<file path="src/rtl/wave_meter_pkg.sv">
// Shared types and defaults for the waveform measurement stage.
// LUT_WIDTH mirrors the sample width produced by waveform_gen.
package wave_meter_pkg;
  localparam int LUT_WIDTH           = 16;
  localparam int METER_CNT_W_DEFAULT = 24;
  localparam int METER_HYST_DEFAULT  = 4;

  typedef enum logic [2:0] {IDLE, ARM, WAIT_RISE, HIGH, LOW} meter_state_t;
endpackage

</file>
<file path="src/rtl/hyst_crossing_det.sv">
// Hysteresis classifier: level flags are combinational, rise/fall compare the
// current sample against the last side of the band that was actually reached.
module hyst_crossing_det #(
  parameter int DATA_WIDTH = 16,
  parameter int HYST       = 4
) (
  input  logic                         clk,
  input  logic                         rst_n,
  input  logic signed [DATA_WIDTH-1:0] sample,
  input  logic                         sample_valid,
  output logic                         is_high,
  output logic                         is_low,
  output logic                         rise,
  output logic                         fall
);
  localparam logic signed [DATA_WIDTH-1:0] HI_TH = DATA_WIDTH'(HYST);
  localparam logic signed [DATA_WIDTH-1:0] LO_TH = -HI_TH;

  logic above;

  assign is_high = (sample >= HI_TH);
  assign is_low  = (sample <= LO_TH);
  assign rise    = is_high & ~above;
  assign fall    = is_low & above;

  // In-band samples leave the remembered side untouched.
  always_ff @(posedge clk or negedge rst_n) begin
    if (!rst_n)                       above <= 1'b0;
    else if (sample_valid && is_high) above <= 1'b1;
    else if (sample_valid && is_low)  above <= 1'b0;
  end
endmodule

</file>
<file path="src/rtl/wave_meter.sv">
// Period, high time and peak/valley meter for a signed sample stream,
// using rising-to-rising hysteresis crossings on accepted samples only.
module wave_meter
  import wave_meter_pkg::*;
#(
  parameter int DATA_WIDTH = LUT_WIDTH,
  parameter int CNT_W      = METER_CNT_W_DEFAULT,
  parameter int HYST       = METER_HYST_DEFAULT
) (
  input  logic                         clk,
  input  logic                         rst_n,
  input  logic signed [DATA_WIDTH-1:0] sample_i,
  input  logic                         sample_valid_i,
  input  logic                         meas_en_i,
  input  logic                         clear_i,
  output logic [CNT_W-1:0]             period_o,
  output logic [CNT_W-1:0]             high_time_o,
  output logic signed [DATA_WIDTH-1:0] peak_o,
  output logic signed [DATA_WIDTH-1:0] valley_o,
  output logic                         meas_valid_o,
  output logic                         timeout_o
);
  // One below all-ones: the next increment would saturate the counter.
  localparam logic [CNT_W-1:0] CNT_LAST = {{(CNT_W-1){1'b1}}, 1'b0};

  meter_state_t state, state_nxt;
  logic [CNT_W-1:0] cnt, hcnt, high_reg;
  logic signed [DATA_WIDTH-1:0] run_max, run_min;
  logic is_high, is_low, rise, fall;
  logic cnt_sat, start_per, load_res, to_hit, grab_high, track;

  hyst_crossing_det #(.DATA_WIDTH(DATA_WIDTH), .HYST(HYST)) u_det (
    .clk(clk), .rst_n(rst_n), .sample(sample_i), .sample_valid(sample_valid_i),
    .is_high(is_high), .is_low(is_low), .rise(rise), .fall(fall)
  );

  assign cnt_sat = (cnt >= CNT_LAST);

  always_comb begin
    state_nxt = state;
    start_per = 1'b0;
    load_res  = 1'b0;
    to_hit    = 1'b0;
    grab_high = 1'b0;
    track     = 1'b0;
    if (clear_i) begin
      state_nxt = meas_en_i ? ARM : IDLE;
    end else if (!meas_en_i) begin
      state_nxt = IDLE;
    end else if (sample_valid_i) begin
      case (state)
        IDLE:      state_nxt = ARM;
        ARM:       if (is_low) state_nxt = WAIT_RISE;
        WAIT_RISE: if (is_high) begin
          start_per = 1'b1;
          state_nxt = HIGH;
        end
        HIGH: begin
          track = 1'b1;
          if (cnt_sat) begin
            to_hit    = 1'b1;
            state_nxt = ARM;
          end else if (fall) begin
            grab_high = 1'b1;
            state_nxt = LOW;
          end
        end
        LOW: begin
          // A rising crossing closes the period even on the last count.
          if (rise) begin
            load_res  = 1'b1;
            start_per = 1'b1;
            state_nxt = HIGH;
          end else begin
            track = 1'b1;
            if (cnt_sat) begin
              to_hit    = 1'b1;
              state_nxt = ARM;
            end
          end
        end
        default:   state_nxt = IDLE;
      endcase
    end
  end

  always_ff @(posedge clk or negedge rst_n) begin
    if (!rst_n) begin
      state        <= IDLE;
      cnt          <= '0;
      hcnt         <= '0;
      high_reg     <= '0;
      run_max      <= '0;
      run_min      <= '0;
      period_o     <= '0;
      high_time_o  <= '0;
      peak_o       <= '0;
      valley_o     <= '0;
      meas_valid_o <= 1'b0;
      timeout_o    <= 1'b0;
    end else begin
      state        <= state_nxt;
      meas_valid_o <= load_res;
      if (clear_i) begin
        cnt         <= '0;
        hcnt        <= '0;
        high_reg    <= '0;
        run_max     <= '0;
        run_min     <= '0;
        period_o    <= '0;
        high_time_o <= '0;
        peak_o      <= '0;
        valley_o    <= '0;
        timeout_o   <= 1'b0;
      end else if (!meas_en_i) begin
        cnt  <= '0;
        hcnt <= '0;
      end else if (sample_valid_i) begin
        if (load_res) begin
          period_o    <= cnt;
          high_time_o <= high_reg;
          peak_o      <= run_max;
          valley_o    <= run_min;
        end
        if (grab_high) high_reg <= hcnt;
        if (start_per) begin
          cnt     <= CNT_W'(1);
          hcnt    <= CNT_W'(1);
          run_max <= sample_i;
          run_min <= sample_i;
        end else if (to_hit) begin
          cnt       <= '0;
          hcnt      <= '0;
          timeout_o <= 1'b1;
        end else if (track) begin
          cnt <= cnt + 1'b1;
          if (state == HIGH) hcnt <= hcnt + 1'b1;
          if (sample_i > run_max) run_max <= sample_i;
          if (sample_i < run_min) run_min <= sample_i;
        end
      end
    end
  end
endmodule

</file>
<file path="config.mk">
export PLATFORM = sky130hd
export DESIGN_NAME = wave_meter
export DESIGN_NICKNAME = d
export VERILOG_FILES = /design/src/rtl/wave_meter_pkg.sv /design/src/rtl/hyst_crossing_det.sv /design/src/rtl/wave_meter.sv
export SDC_FILE = /design/constraint.sdc
export NUM_CORES = 1
export LEC_CHECK = 0
export CAP_MARGIN = 5
export CORE_ASPECT_RATIO = 2
export CORE_MARGIN = 5
export CORE_UTILIZATION = 44
export DETAILED_ROUTE_END_ITERATION = 7
export GPL_ROUTABILITY_DRIVEN = 0
export HOLD_SLACK_MARGIN = 0.06
export SETUP_SLACK_MARGIN = 0.02
export SYNTH_ARGS = -nofsm -noshare
export SYNTH_HDL_FRONTEND = slang
export SYNTH_SLANG_ARGS = --single-unit
</file>
<file path="constraint.sdc">
create_clock -name clk -period 2.6 [get_ports clk]
set_input_delay 0.26 -clock clk [delete_from_list [all_inputs] [get_ports clk]]
set_output_delay 0.26 -clock clk [all_outputs]
set_load 0.01 [all_outputs]
</file>
After elaboration in Yosys (flattened, before gate mapping). Cells that the tools add are included.

Register bits after elaboration: 190. Logic and storage cells: 148. Bits of input ports: 21.

Equal/unequal tests: 13. Bitwise operators: 3. Mux-type cells: 92. Magnitude comparators: 5. $add $sub $neg: 2. Reduce and logical (&&, ||, !) cells: 20.

Operator list (count): 24-bit two-way mux (25); 16-bit two-way mux (22); 24-bit by 1-bit adder with 24-bit output (second input constant) (2); 1-bit two-way mux (32); 3-bit two-way mux (9); 24-bit greater-or-equal comparator (second input constant) (1); 16-bit by 4-bit greater-or-equal comparator with 1-bit output (second input constant) (1); 16-bit greater-than comparator (1); 16-bit by 3-bit less-or-equal comparator with 1-bit output (second input constant) (1); 16-bit < comparator (1); 3-bit case mux with 5 select lines (1); 5-bit AND reduction (3); 2-bit nonzero test (6); 5-bit by 1-bit != test with 1-bit output (second input constant) (2); 5-bit != test (second input constant) (2); 3-bit AND reduction (3); 3-bit nonzero test (3); 4-bit by 3-bit != test with 1-bit output (second input constant) (2); 3-bit by 2-bit == test with 1-bit output (second input constant) (2); 1-bit case mux with 2 select lines (3); 4-bit AND reduction (1); 3-bit by 1-bit == test with 1-bit output (second input constant) (1); 3-bit == test (second input constant) (1); 3-bit logical NOT (1); 7 further kinds (9).

Longest topological paths before layout. Gate-level depths: netlist of run 1.

Word-level depth: 13. Gate-level depth with buffers: 9. Mapped depth without buffers: 8.

By module. From an unflattened synthesis of run 1, not the netlist that was laid out.

Cell total of the unflattened synthesis: 1055. Area, all modules: 9726.8 sq um.

By module, submodules not included: wave_meter (sequential area each 4729.5 sq um, area each 9599.2 sq um, cells an instance 1039, instances 1); hyst_crossing_det (sequential area each 25.0 sq um, area each 127.6 sq um, cells an instance 16, instances 1).

Least setup slack after synthesis of run 1. No wires, ideal clock.

Kind: reg-to-reg. From: reg state[1]. To: reg hcnt[22]. Data arrival time: 2.296 ns. Stages on the path, launching flop included: 9. Setup slack: 0.227 ns. Path buffers: 3. Clock period less this slack: 2.373 ns. Cell sequence: dfrtp_1 > buf_2 > or3_1 > clkbuf_1 > a221oi_2 > a211oi_2 > buf_2 > or4_1 > a21oi_1.

Cells in the longest elaborated chain, start to end: 10. Elaborated cells on any way between the ends: 23. Classes of those cells: eq/ne (5); mux (17); reduce/logical (1).

RTL lines: start, declared (line wave_meter.sv:26) `meter_state_t state, state_nxt;`; start signal, assigned (line wave_meter.sv:102) `state <= state_nxt;`; 3-bit == test or 3-bit by 2-bit == test with 1-bit output (tied branches) (line wave_meter.sv:51, wave_meter.sv:137); 1-bit case mux with 2 select lines (line wave_meter.sv:51) `case (state)`; 1-bit two-way mux (line wave_meter.sv:50) `end else if (sample_valid_i) begin`; 1-bit two-way mux (line wave_meter.sv:48) `end else if (!meas_en_i) begin`; 1-bit two-way mux (line wave_meter.sv:46) `if (clear_i) begin`; 24-bit two-way mux (line wave_meter.sv:131) `end else if (to_hit) begin`; 24-bit two-way mux (line wave_meter.sv:126) `if (start_per) begin`; 24-bit two-way mux (line wave_meter.sv:118) `end else if (sample_valid_i) begin`; 24-bit two-way mux (line wave_meter.sv:115) `end else if (!meas_en_i) begin`; 24-bit two-way mux (line wave_meter.sv:104) `if (clear_i) begin`; end signal, assigned (line wave_meter.sv:137) `if (state == HIGH) hcnt <= hcnt + 1'b1;`; end, declared (line wave_meter.sv:27) `logic [CNT_W-1:0] cnt, hcnt, high_reg;`.

Several ways; a longest one is shown, not always the timed one. The select of a mux whose other input is x is not followed. A chain may end at the register's enable or synchronous reset.

Final worst setup path of run 1.
From: in sample_i[13]. To: reg hcnt[23].

Cells in the longest elaborated chain, start to end: 12. Elaborated cells on any way between the ends: 26. Classes of those cells: order compare (1); eq/ne (2); mux (21); bitwise (1); reduce/logical (1).

RTL lines: start, declared (line wave_meter.sv:12) `input logic signed [DATA_WIDTH-1:0] sample_i,`; 16-bit by 4-bit greater-or-equal comparator with 1-bit output * (line hyst_crossing_det.sv:21) `assign is_high = (sample >= HI_TH);`; 1-bit AND (line hyst_crossing_det.sv:23) `assign rise = is_high & ~above;`; 1-bit two-way mux (line wave_meter.sv:70) `if (rise) begin`; 1-bit case mux with 2 select lines (line wave_meter.sv:51); 1-bit two-way mux (line wave_meter.sv:50); 1-bit two-way mux (line wave_meter.sv:48); 1-bit two-way mux (line wave_meter.sv:46); 24-bit two-way mux (line wave_meter.sv:131); 24-bit two-way mux (line wave_meter.sv:126); 24-bit two-way mux (line wave_meter.sv:118); 24-bit two-way mux (line wave_meter.sv:115); 24-bit two-way mux (line wave_meter.sv:104).

Every way passes the cells marked *; elsewhere a longest branch is shown, timed or not. The select of a mux whose other input is x is not followed.

==> results of run 1 <==
-- report_power, final --
group	switching, mW	internal, mW	leakage (nW)
Clock	1.25	1.65	0.318
Combinational	0.248	0.149	2.35
Sequential	0.00922	2.96	2.65
Total	1.50	4.76	5.32
-- per-stage QoR --
stage	setup WS, ns	utilization, %	setup TNS (ns)
CTS	0.0925	56.0	0
global route	0.0596	56.1	0
floorplan	0.227	-	0
detailed placement	-0.299	52.9	-14.07
finish	0.222	56.1	0
global placement	-0.289	52.9	-13.09
-- per-layer routing --
metal | vias to the layer above | wire length, um
met5 | - | 0
met4 | 0 | 1390
met3 | 68 | 655
met2 | 149 | 14800
met1 | 3821 | 9730
li1 | 3740 | -
-- cell families (layout without fill, tap and decap cells) --
| logic type | count (synthesis) | in the layout | share of synthesized area [%] |
|---|---|---|---|
| AOI/OAI and AO/OA | 181 | 181 | 11.8 |
| muxes | 55 | 55 | 5.77 |
| adders and majority gates | 34 | 34 | 4.46 |
| buffers and inverters | 105 | 260 | 4.42 |
| xor gates and xnor gates | 33 | 33 | 3.03 |
| DFF | 190 | 190 | 49.9 |
| and+or+nand+nor | 415 | 415 | 20.6 |
-- worst min-delay path, cell delays in order --
cell and delay [ns]:
buf_4 0.12, nor2b_1 0.09, nand2_1 0.07, o21ai_0 0.07
-- worst paths after layout --
check                      slack, ns  cells after the start             end
max in group asynchronous       1.46                      3      run_min[1]
min in group asynchronous       0.33                      2       peak_o[5]
min                             0.22                      4        state[1]
max reg2reg                     0.23                      6         cnt[22]
max                             0.22                      8        hcnt[23]
min reg2reg                     0.52                      2  high_time_o[0]
-- synth_stat cells, types with 3 or more instances --
cell,count,share of area (%)
xor2_1,7,0.64
xnor2_1,26,2.4
nor2b_1,4,0.26
dfrtp_1,190,50
a211oi_1,14,1.1
and3_1,9,0.59
nand3_1,22,1.2
and4_1,7,0.64
o21a_1,3,0.24
a21oi_1,105,5.5
ha_1,34,4.5
clkbuf_1,43,1.7
a2111oi_0,8,0.73
o21ai_0,10,0.52
a31oi_1,3,0.20
o31ai_1,8,0.63
o211ai_1,5,0.39
or4_1,8,0.63
inv_1,48,1.9
nand2b_1,51,3.3
nor4_1,7,0.46
and2_1,8,0.52
buf_2,10,0.52
nor2_1,71,2.8
nand2_1,195,7.7
nand4_1,11,0.72
nor3_1,8,0.42
o2111ai_1,3,0.28
mux2i_1,55,5.8
-- cell type report --
| cell class | count | area [um2] | share of cell area [%] |
|---|---|---|---|
| sequential | 190 | 4750 | 39.4 |
| multi-input combinational | 718 | 4390 | 36.4 |
| timing repair buffer | 180 | 1740 | 14.4 |
| clock buffer | 18 | 429 | 3.56 |
| tap | 273 | 342 | 2.83 |
| clock inverter | 14 | 223 | 1.85 |
| inverter | 48 | 180 | 1.49 |
-- what timing repair did --
item,in CTS,in global routing
hold buffers,1,0
endpoints found under the hold margin,53,0
endpoints found under the setup margin,0,16
gates resized for setup,0,8
==> results_dict.tcl, run 1 <==
set metrics [dict create \
    status "complete, no violations" \
    path_max_fanout 13 \
    clkTransAtPathRegs_ns 0.07 \
    place_inst 1408 \
    drt_iter0_drc 283 \
    dieArea_um2 24900 \
    syn_inst 1013 \
    die-height_um 218 \
    drv_cap 0 \
    fin_skew_ns 0.0118 \
    cpPeakStageDelay_ns 0.50 \
    grt-ovfl-total 0 \
    grt_setup_unrepaired "false" \
    final_common_cell "nand2_1" \
    cts_sinks 190 \
    synth_area_um2 9540 \
    grt_util_met2_pct 41.1 \
    core_um2 21500 \
    worstPathArrival_ns 2.75 \
    placed_area_um2 11400 \
    routed_wl_mm 26.6 \
    end_kind "flip-flop" \
    dr.pass1.iters 4 \
    wire_per_inst_um 18.5 \
    cts_root_buf "clkbuf_16" \
    ir_drop_mv 0.391 \
    diodes 0 \
    period_share_pct 91.5 \
    vias_per_cell 5.40 \
    start_util_pct 44.4 \
    clock_latency_ns 0.45 \
    required_ns 2.97 \
    top_usage_layer "met2" \
    ys_types 60 \
    synthFlopType "dfrtp_1" \
    cp-start-kind "input port" \
    min_path_type "in2reg" \
    grt_usage_pct 22.2 \
    yosysSeqAreaShare_pct 49.9 \
    synth-edff-count 0 \
    nets 1210 \
    gr-usage-met3_pct 3.21 \
    layout_common_cells "nand2_1, dfrtp_1, a21oi_1" \
    setup_viol 0 \
    hold_violations 0 \
    syn_avg_cell_area_um2 9.41 \
    drc 0 \
    fp-row-count 76 \
    postRouteAntennaNets 0 \
    final_cell_area_um2 12100 \
    async_flop_share_pct 100 \
    numPortBuffers 102 \
    max_freq_ghz 0.420 \
    grt_use_met1_pct 23.4 \
    synth_warnings 0 \
    cts_setup_buffers 0 \
    hold_start "clear_i" \
    p_leak_nw 5.32 \
    period_minus_slack_ns 2.38 \
    r2r_start "state[1]" \
    cp_slowest_cell "or4_1" \
    fin_cells 1441 \
    clockBufferDepth 2 \
    fill_cells 1970 \
    syn_nets 1068 \
    io_pins 103 \
    ys_ff_latch 190 \
    area_growth_syn_to_layout_pct 26.4 \
    power_density_nw_per_um2 520 \
    grt_start_max_net_pins 120 \
    cp_cell_sequence "clkdlybuf4s50_1, nor4_1, a41oi_1, buf_4, a221oi_2, a211oi_4, or4_1, a21oi_1" \
    grt_pass1_vias 8131 \
    die_x_um 114 \
    htreeDepth 4 \
    startpoint "sample_i[13]" \
    maxSlewViolCount 0 \
    critical_path_buf_inv_count 2 \
    design_power_total_mw 6.26 \
    grt_pass1_wl_mm 43.1 \
    tightest_slew_ns 0.597 \
    dr_total_vias 7778 \
    critPathTopFamily "compound AO/OA/AOI/OAI gates" \
    layout-drive-gt1-share_pct 10.9 \
    path_class "in2reg" \
    whs_ns 0.219 \
    slew_headroom_pct 60.2 \
    antenna_found_initial 0 \
    hpwl_mm 19.4 \
    cts_tree "built" \
    cts_buffers 17 \
]
Power figures use the tool's default switching activity.
==> inputs of run 2 (changes only) <==
Settings changed: ABC_AREA set to 1, ABC_CLOCK_PERIOD_IN_PS set to 2600, GPL_ROUTABILITY_DRIVEN 0 to not set.
==> run 2 against run 1 <==
Critical path type is now reg2reg; critical endpoint is now hcnt[19]; non-clock buffer count fell by 14; maximum frequency rose by 6.4%; wire length rose by 3.6%; synthesized cell count rose by 22%; clock power fell by 4%.
==> results_dict.tcl, run 2 <==
set metrics [dict create \
    power_density_nw_per_um2 553 \
    syn_inst 1239 \
    p_comb_share_pct 11.9 \
    clkTransAtPathRegs_ns 0.07 \
    grt_setup_unrepaired "false" \
    placed_area_um2 11500 \
    p_leak_nw 5.61 \
    setup_viol 0 \
    r2r_start "cnt[0]" \
    yosysTopAreaCellShare_pct 48.7 \
    routed_wl_mm 27.6 \
    startpoint "cnt[0]" \
    tightest_slew_ns 0.661 \
    die_x_um 115 \
    drv_cap 0 \
    drc 0 \
    synthFlopType "dfrtp_1" \
    slew_headroom_pct 55.9 \
    finalSetupTns_ns 0 \
    dr_total_vias 8640 \
    ys_top_cells_by_area "dfrtp_1, nand2_1, nand3_1" \
    clock_latency_ns 0.44 \
    layout-drive-gt1-share_pct 9.09 \
    io_pins 103 \
    whs_ns 0.427 \
    ys_types 40 \
    yosysSeqAreaShare_pct 48.7 \
    grt_pass1_wl_mm 45.8 \
    utilization_pct 55.1 \
    fill_cells 2186 \
    postRouteAntennaNets 0 \
    min_path_type "in2async" \
    syn_avg_cell_area_um2 7.88 \
    synth_area_um2 9760 \
    final_common_cell "nand2_1" \
    dieArea_um2 25500 \
    path_max_fanout 19 \
    cts_root_buf "clkbuf_16" \
    yosys.area.top_type "dfrtp_1" \
    diodes 0 \
    async_flop_share_pct 100 \
    wire_per_inst_um 16.6 \
    switching_share_pct 25.7 \
    synth_warnings 0 \
    dr.pass1.iters 5 \
    worstPathArrival_ns 2.57 \
    grt_start_max_net_pins 80 \
    synth_commonest_cells "nand2_1, dfrtp_1, nand3_1" \
    required_ns 2.93 \
    ir_drop_mv 0.485 \
    p_int_mw 4.97 \
    htreeDepth 4 \
    synth.most_common_cell "nand2_1" \
    clkPwrFrac_pct 41.8 \
    end_kind "flip-flop" \
    status "complete, no violations" \
    start_util_pct 44.5 \
    synth-edff-count 0 \
    core_um2 22000 \
    r2r_end "hcnt[19]" \
    layout_common_cells "nand2_1, dfrtp_1, nand3_1" \
    cts_tree "built" \
    max_freq_ghz 0.447 \
    hpwl_mm 21.2 \
    antenna_found_initial 0 \
    cts_buffers 17 \
    gp_congestion 0.930 \
    cp-start-kind "flip-flop" \
    ff2ff_setup_slack_ns 0.36 \
    grt-ovfl-total 0 \
    vias_per_cell 5.20 \
    nets 1429 \
    p_switching_mw 1.72 \
    grt_pass1_vias 8931 \
    die-height_um 221 \
    grt_usage_pct 23.1 \
    pre_cts_slack_ns -0.0488 \
    fin_ws_ns 0.364 \
    hold_violations 0 \
    final_cell_area_um2 12100 \
    crit_end "hcnt[19]" \
    ys_ff_latch 190 \
    path_class "reg2reg" \
    period_minus_slack_ns 2.24 \
    fin_skew_ns 0.0132 \
    pwr-share-seq_pct 46.3 \
    cts_sinks 190 \
    period_share_pct 86.0 \
    fp-row-count 77 \
    syn_nets 1294 \
    clockBufferDepth 2 \
    drt_iter0_drc 467 \
    numPortBuffers 102 \
    rr_worst_depth 15 \
    maxSlewViolCount 0 \
    area_growth_syn_to_layout_pct 23.9 \
]
-- run 2: changes by cell type in the layout (fill, tap and decap cells not counted), moves of 36 or more --
cell      previous run  this run
a21oi_1            105        30
inv_1               48       156
mux2i_1             55         0
nand2_1            195       266
nand2b_1            51         0
nand3_1             22       168
nor2_1              71       107
o21ai_0             10       116
-- run 2: power by group through the flow --
stage / Clock [mW] / Sequential [mW] / Combinational [mW]
final: 2.79 / 3.10 / 0.797
after CTS: 2.87 / 3.10 / 0.809
after global routing: 2.98 / 3.10 / 0.914
after global placement: 0 / 3.15 / 0.792
after detailed placement: 0 / 3.15 / 0.804
after floorplan: 0 / 3.14 / 0.451
-- run 2: cells by family (layout without fill, tap and decap cells) --
| logic type | count (synthesis) | count (layout) | synth area share [%] |
|---|---|---|---|
| compound gates | 171 | 171 | 9.16 |
| xor+xnor | 12 | 12 | 1.08 |
| fa+ha+maj | 34 | 34 | 4.36 |
| buf+inv | 215 | 362 | 8.65 |
| flops | 190 | 190 | 48.7 |
| simple gates | 617 | 617 | 28.1 |
-- run 2: area by class of cell --
cell class / count / area, um2 / share of cell area (%)
sequential: 190 / 4750 / 39.3
inverter: 165 / 622 / 5.14
tap: 276 / 345 / 2.85
timing repair buffer: 166 / 1580 / 13.1
multi-input combinational: 834 / 4170 / 34.4
clock buffer: 19 / 443 / 3.66
clock inverter: 12 / 185 / 1.53
-- run 2: worst min path at each step --
stage / startpoint / end
3_3_place_gp: rst_n / valley_o[2]
5_1_grt: rst_n / valley_o[1]
4_1_cts: rst_n / valley_o[1]
3_5_place_dp: rst_n / valley_o[2]
6_report: rst_n / valley_o[1]
2_1_floorplan: rst_n / cnt[0]
-- run 2: what timing repair did --
action,CTS,global route
buffers inserted,0,0
resized for setup,0,1
hold buffers,1,0
setup endpoints to repair,0,3
endpoints found under the hold margin,75,0
-- run 2: stage by stage --
| step | total power [mW] | std cells |
|---|---|---|
| after global placement | 3.94 | 1630 |
| final | 6.69 | 1662 |
| after global routing | 7.00 | 1662 |
| after detailed placement | 3.96 | 1630 |
| after CTS | 6.78 | 1662 |
| after floorplan | 3.59 | 1239 |
-- run 2: critical path, cell delays in order, from the launching register on --
cell	delay (ns)
dfrtp_1	0.42
inv_1	0.12
ha_1	0.15
inv_1	0.05
a21oi_1	0.16
nand2_1	0.07
nor2_1	0.08
nand2_1	0.16
nor2_1	0.13
nand2_1	0.09
nand2_2	0.09
nor2_4	0.05
o21ai_4	0.19
inv_2	0.22
nand2_1	0.10
nand2_1	0.06
-- run 2: metal layers --
metal | wire length, um | up-vias | track usage [%]
li1 | - | 4291 | -
met1 | 10100 | 4124 | 24.7
met2 | 15600 | 169 | 43.7
met3 | 699 | 56 | 3.75
met4 | 1170 | 0 | 9.83
met5 | 0 | - | 0
==> inputs of run 3 (changes only) <==
Settings changed: ABC_CLOCK_PERIOD_IN_PS 2600 to 2850, SKIP_LAST_GASP set to 1.
Clock period 2.6 ns to 2.85 ns, I/O delays scaled along.
==> run 3 against run 2 <==
Power decreased by 15%; cell area decreased by 3.2%; critical endpoint is now state[2]; wire length decreased by 2.2%; sequential power decreased by 8.7%; die area unchanged; maximum frequency decreased by 2.9%; clock skew decreased by 0.0060 ns; non-clock buffer count decreased by 34.
==> results_dict.tcl, run 3 (synthesis gave the netlist of run 2 again) <==
set metrics [dict create \
    nets 1395 \
    slew_headroom_pct 56.4 \
    htreeDepth 4 \
    cp_slowest_cell "o21ai_0" \
    fp-row-count 77 \
    max_freq_ghz 0.434 \
    antenna_found_initial 0 \
    crit_path_frequent_cell "nand2_1" \
    cts_setup_buffers 0 \
    gp_congestion 0.942 \
    wire_per_inst_um 16.6 \
    dr.pass1.iters 5 \
    setup_viol 0 \
    r2r_start "cnt[0]" \
    clockBufferDepth 2 \
    worstPathArrival_ns 2.63 \
    dieArea_um2 25500 \
    utilization_pct 53.3 \
    fin_skew_ns 0.00724 \
    die-height_um 221 \
    maxSlewViolCount 0 \
    tightest_slew_ns 0.648 \
    drt_iter0_drc 505 \
    power_density_nw_per_um2 483 \
    grt_setup_unrepaired "false" \
    place_inst 1596 \
    ir_drop_mv 0.332 \
    p_leak_nw 5.40 \
    grt_pass1_vias 8786 \
    critical_path_buf_inv_count 2 \
    min_path_type "in2async" \
    post_cts_resized 0 \
    status "complete, no violations" \
    path_max_fanout 4 \
    period_share_pct 80.8 \
    layout-drive-gt1-share_pct 6.66 \
    diodes 0 \
    drv_cap 0 \
    hpwl_mm 20.2 \
    ff2ff_setup_slack_ns 0.55 \
    fill_cells 2204 \
    fin_cells 1628 \
    layout_common_cells "nand2_1, dfrtp_1, nand3_1" \
    drc 0 \
    numPortBuffers 102 \
    grt_usage_pct 22.4 \
    startpoint "cnt[0]" \
    cts_root_buf "clkbuf_16" \
    cp_cell_sequence "inv_1, ha_1, inv_1, a21oi_1, nand2_1, nor3_1, nor2_1, o21ai_0, nand2_1, nand2_1, nand2_1" \
    clock_latency_ns 0.44 \
    end_kind "flip-flop" \
    start_util_pct 44.5 \
    cts_tree "built" \
    io_pins 103 \
    die_x_um 115 \
    area_growth_syn_to_layout_pct 19.9 \
    core_um2 22000 \
    cpPeakStageDelay_ns 0.43 \
    r2r_end "state[2]" \
    grt_start_max_net_pins 71 \
    postRouteAntennaNets 0 \
    cts_buffers 17 \
    final_common_cell "nand2_1" \
    vias_per_cell 5.24 \
    cts_hold_buf 1 \
    dr_total_vias 8530 \
    hold_violations 0 \
    grt_pass1_wl_mm 44.6 \
    period_minus_slack_ns 2.30 \
    required_ns 3.18 \
    critPathTopFamily "simple AND/OR/NAND/NOR gates" \
    cp-start-kind "flip-flop" \
    rr_worst_depth 11 \
    path_class "reg2reg" \
    finalSetupTns_ns 0 \
    cts_sinks 190 \
    grt-ovfl-total 0 \
    routed_wl_mm 27.0 \
    clkTransAtPathRegs_ns 0.07 \
]
==> run 3: power breakdown <==
part / total, mW / leakage [nW] / internal [mW] / switching (mW)
registers: 2.83 / 2.62 / 2.78 / 0.0500
logic: 0.682 / 2.53 / 0.223 / 0.458
clock network: 2.14 / 0.249 / 1.13 / 1.01
==> run 3: worst max-delay path by stage <==
stage / endpoint / cells past startpoint
detailed placement: run_max[12] / 10
CTS: state[2] / 11
finish: state[2] / 11
global route: hcnt[9] / 16
floorplan: hcnt[9] / 16
global placement: run_max[9] / 10
==> run 3: per-stage QoR <==
step | cell area (um2) | hold slack [ns] | setup slack [ns] | total power, mW
2_1_floorplan | 9760 | -0.0106 | 0.970 | 3.27
3_3_place_gp | 11200 | 0.340 | 0.162 | 3.55
3_5_place_dp | 11200 | 0.350 | 0.142 | 3.56
4_1_cts | 11700 | 0.434 | 0.592 | 5.73
5_1_grt | 11700 | 0.465 | 0.340 | 5.93
6_report | 11700 | 0.423 | 0.547 | 5.65
==> run 3: final cells by class <==
class                   instances  area [um2]  share of cell area, %
clock buffers                  21         450                   3.85
clock inverters                10        68.8                  0.588
inverters                     165         622                   5.31
multi-input cells             834        4170                   35.6
flip-flops and latches        190        4750                   40.6
well taps                     276         345                   2.95
repair buffers                132        1300                   11.1
==> run 3: routing by layer <==
| metal | part of all wire [%] | track usage [%] |
|---|---|---|
| met1 | 37 | 24.1 |
| met2 | 57 | 42.9 |
| met3 | 2.6 | 3.34 |
| met4 | 3.0 | 8.66 |
| met5 | 0 | 0 |
==> run 3: worst register-to-register path, delay by kind of cell (launching register included) <==
kind | cells | cell delay [ns]
flip-flops | 1 | 0.41
buffers and inverters | 2 | 0.17
AND/OR/NAND/NOR | 6 | 0.83
AO/OA/AOI/OAI | 2 | 0.59
adder cells (fa/ha/maj) | 1 | 0.18
==> variant: new RTL, flow settings as in run 1 <==
Reset style: synchronous (`rst_n`), changed in 2 clocked blocks.
--- a/src/rtl/hyst_crossing_det.sv
+++ b/src/rtl/hyst_crossing_det.sv
@@ -26,3 +26,3 @@
   // In-band samples leave the remembered side untouched.
-  always_ff @(posedge clk or negedge rst_n) begin
+  always_ff @(posedge clk) begin
     if (!rst_n)                       above <= 1'b0;
--- a/src/rtl/wave_meter.sv
+++ b/src/rtl/wave_meter.sv
@@ -86,3 +86,3 @@
 
-  always_ff @(posedge clk or negedge rst_n) begin
+  always_ff @(posedge clk) begin
     if (!rst_n) begin
Check against the original RTL: no difference found for any inputs over 4 cycles, from zero or initial values and one cycle with rst_n low; that may be too few to reach the edited logic, so the function may still have changed.
==> variant against run 1 <==
  * Total power decreased by 6.8%
  * Worst setup slack got worse by 0.072 ns
  * First-iteration DRC count is 11% higher
  * Clock skew is 0.0011 ns higher
  * Design area is 7.1% lower
  * Sequential cell count unchanged
  * Via count down 5.0%
  * Hold slack better by 0.23 ns
  * Final cell count up 0.14%
  * Fmax down 2.9%
  * Area after synthesis is 11% lower
  * Synthesized cell count fell by 0.99%
  * Routed wire length fell by 15%
  * Critical endpoint is now high_reg[6]
  * Largest cell class is now multi-input combinational cells
  * Highest routed layer unchanged
==> variant: results (changes against run 1) <==
metric,value,unit,change
ys_warn_count,0,,unchanged
cts_htree_levels,4,,unchanged
place_area,10480,um2,-7.8%
dp_hpwl,16740,um,-14%
p_leak,0.003933,uW,-26%
antenna_found_initial,0,,unchanged
cpPeakStageDelay,0.39,ns,-0.11 ns
dr.pass1.iters,4,,unchanged
synth_common_cells,"239 x nand2_1, 190 x dfxtp_1, 95 x a21oi_1",,
max_slew.worst_pin.slew,0.5200,ns,-0.07652 ns
ys_top_cells_by_area,"dfxtp_1 45%, nand2_1 11%, mux2i_1 6.9%",,
tns,0,ns,unchanged
wl_met1,8550,um,-12%
numPortBuffers,102,,unchanged
synthesis.nets,1058,,-0.94%
drive_gt1_frac,0.1385,,+0.02978
met3_usage,0.03050,,-0.001641
gr-usage-met1,0.2081,,-0.02562
arrival,2.76,ns,about the same
pre_cts_slack,-0.2455,ns,+0.05301 ns
instances_no_fill,1443,,+0.14%
syn_inst,1003,,-0.99%
clock_latency,0.43,ns,-0.02 ns
via_per_inst,5.121,,-5.1%
clk_pin_slew,0.07,ns,about the same
ys_seq_area_frac,0.4457,,-0.05287
slowest_stage,nor3b_4,,
grt_pass1_vias,7343,,-9.7%
peakVddDrop,0.4099,mV,+4.8%
n_antenna_cell,0,,unchanged
critPathMaxFanout,6,,-7
grt_use_met2,0.3985,,-0.01254
synth_cell_types,65,,+8.3%
clockBufferDepth,2,,unchanged
wl_met2,12790,um,-14%
wire_per_inst,15.76,um,-15%
drtIter0Drc,315,,+11%
nNetsFinal,1226,,+1.3%
grt_pass1_wl,36380,um,-16%
grt_use_total,0.2049,,-0.01718
routed.top_layer,met4,,
async_flop_share,0,,-1.000
cts_buffers,17,,unchanged
dr_wl_met3,573,um,-13%
root_buffer,clkbuf_16,,
outcome,"finished, final reports clean",,
grt_max_degree,59,,-51%
cp_top_family,simple AND/OR/NAND/NOR gates,,
hold_class,reg2reg,,
finClkSkew,0.01289,ns,+0.001109 ns
==> variant: cell count changes in the layout (fill, tap and decap cells not counted), moves of 16 or more <==
| cell | change |
|---|---|
| buf_4 | +16 |
| dfrtp_1 | -190 |
| dfxtp_1 | +184 |
| nand2_1 | +44 |
| nand2b_1 | -49 |
| nor2_1 | +16 |
==> variant: final cells by class <==
type | count | area [um2]
Clock buffer | 19 | 452.9
Clock inverter | 13 | 138.9
Fill cell | 1784 | 7986
Inverter | 42 | 157.7
Multi-Input combinational cell | 720 | 4380
Sequential cell | 190 | 3811
Tap cell | 259 | 324.1
Timing Repair Buffer | 200 | 1937
==> variant: repair_timing <==
item,CTS,global route
gates cloned,0,3
setup endpoints to repair,5,43
pin swaps,1,9
hold buffers,0,0
buffers inserted,0,4
resized for setup,0,16
endpoints found under the hold margin,0,0
==> variant: report_power, final <==
group          total, uW  switching (uW)  leakage (uW)  internal, uW
Sequential          2910            4.40       0.00153          2910
Combinational        287             157       0.00210           130
Clock               2640            1220      0.000295          1410
Total               5840            1380       0.00393          4450
==> variant: final timing paths <==
path	from	endpoint	slack, ns	cells past startpoint
hold / removal	high_reg[18]	high_time_o[18]	0.45	2
setup reg to reg	cnt[11]	high_reg[6]	0.15	9
hold reg to reg	high_reg[18]	high_time_o[18]	0.45	2
setup / recovery	cnt[11]	high_reg[6]	0.15	9
==> variant: cell families after synthesis <==
logic type / Yosys count / synth area share
AO/OA/AOI/OAI: 164 / 0.1199
XOR/XNOR: 35 / 0.03592
adder cells (fa/ha/maj): 34 / 0.04985
buffers and inverters: 93 / 0.04824
flip-flops: 190 / 0.4457
multiplexers: 59 / 0.06921
AND/OR/NAND/NOR: 428 / 0.2311
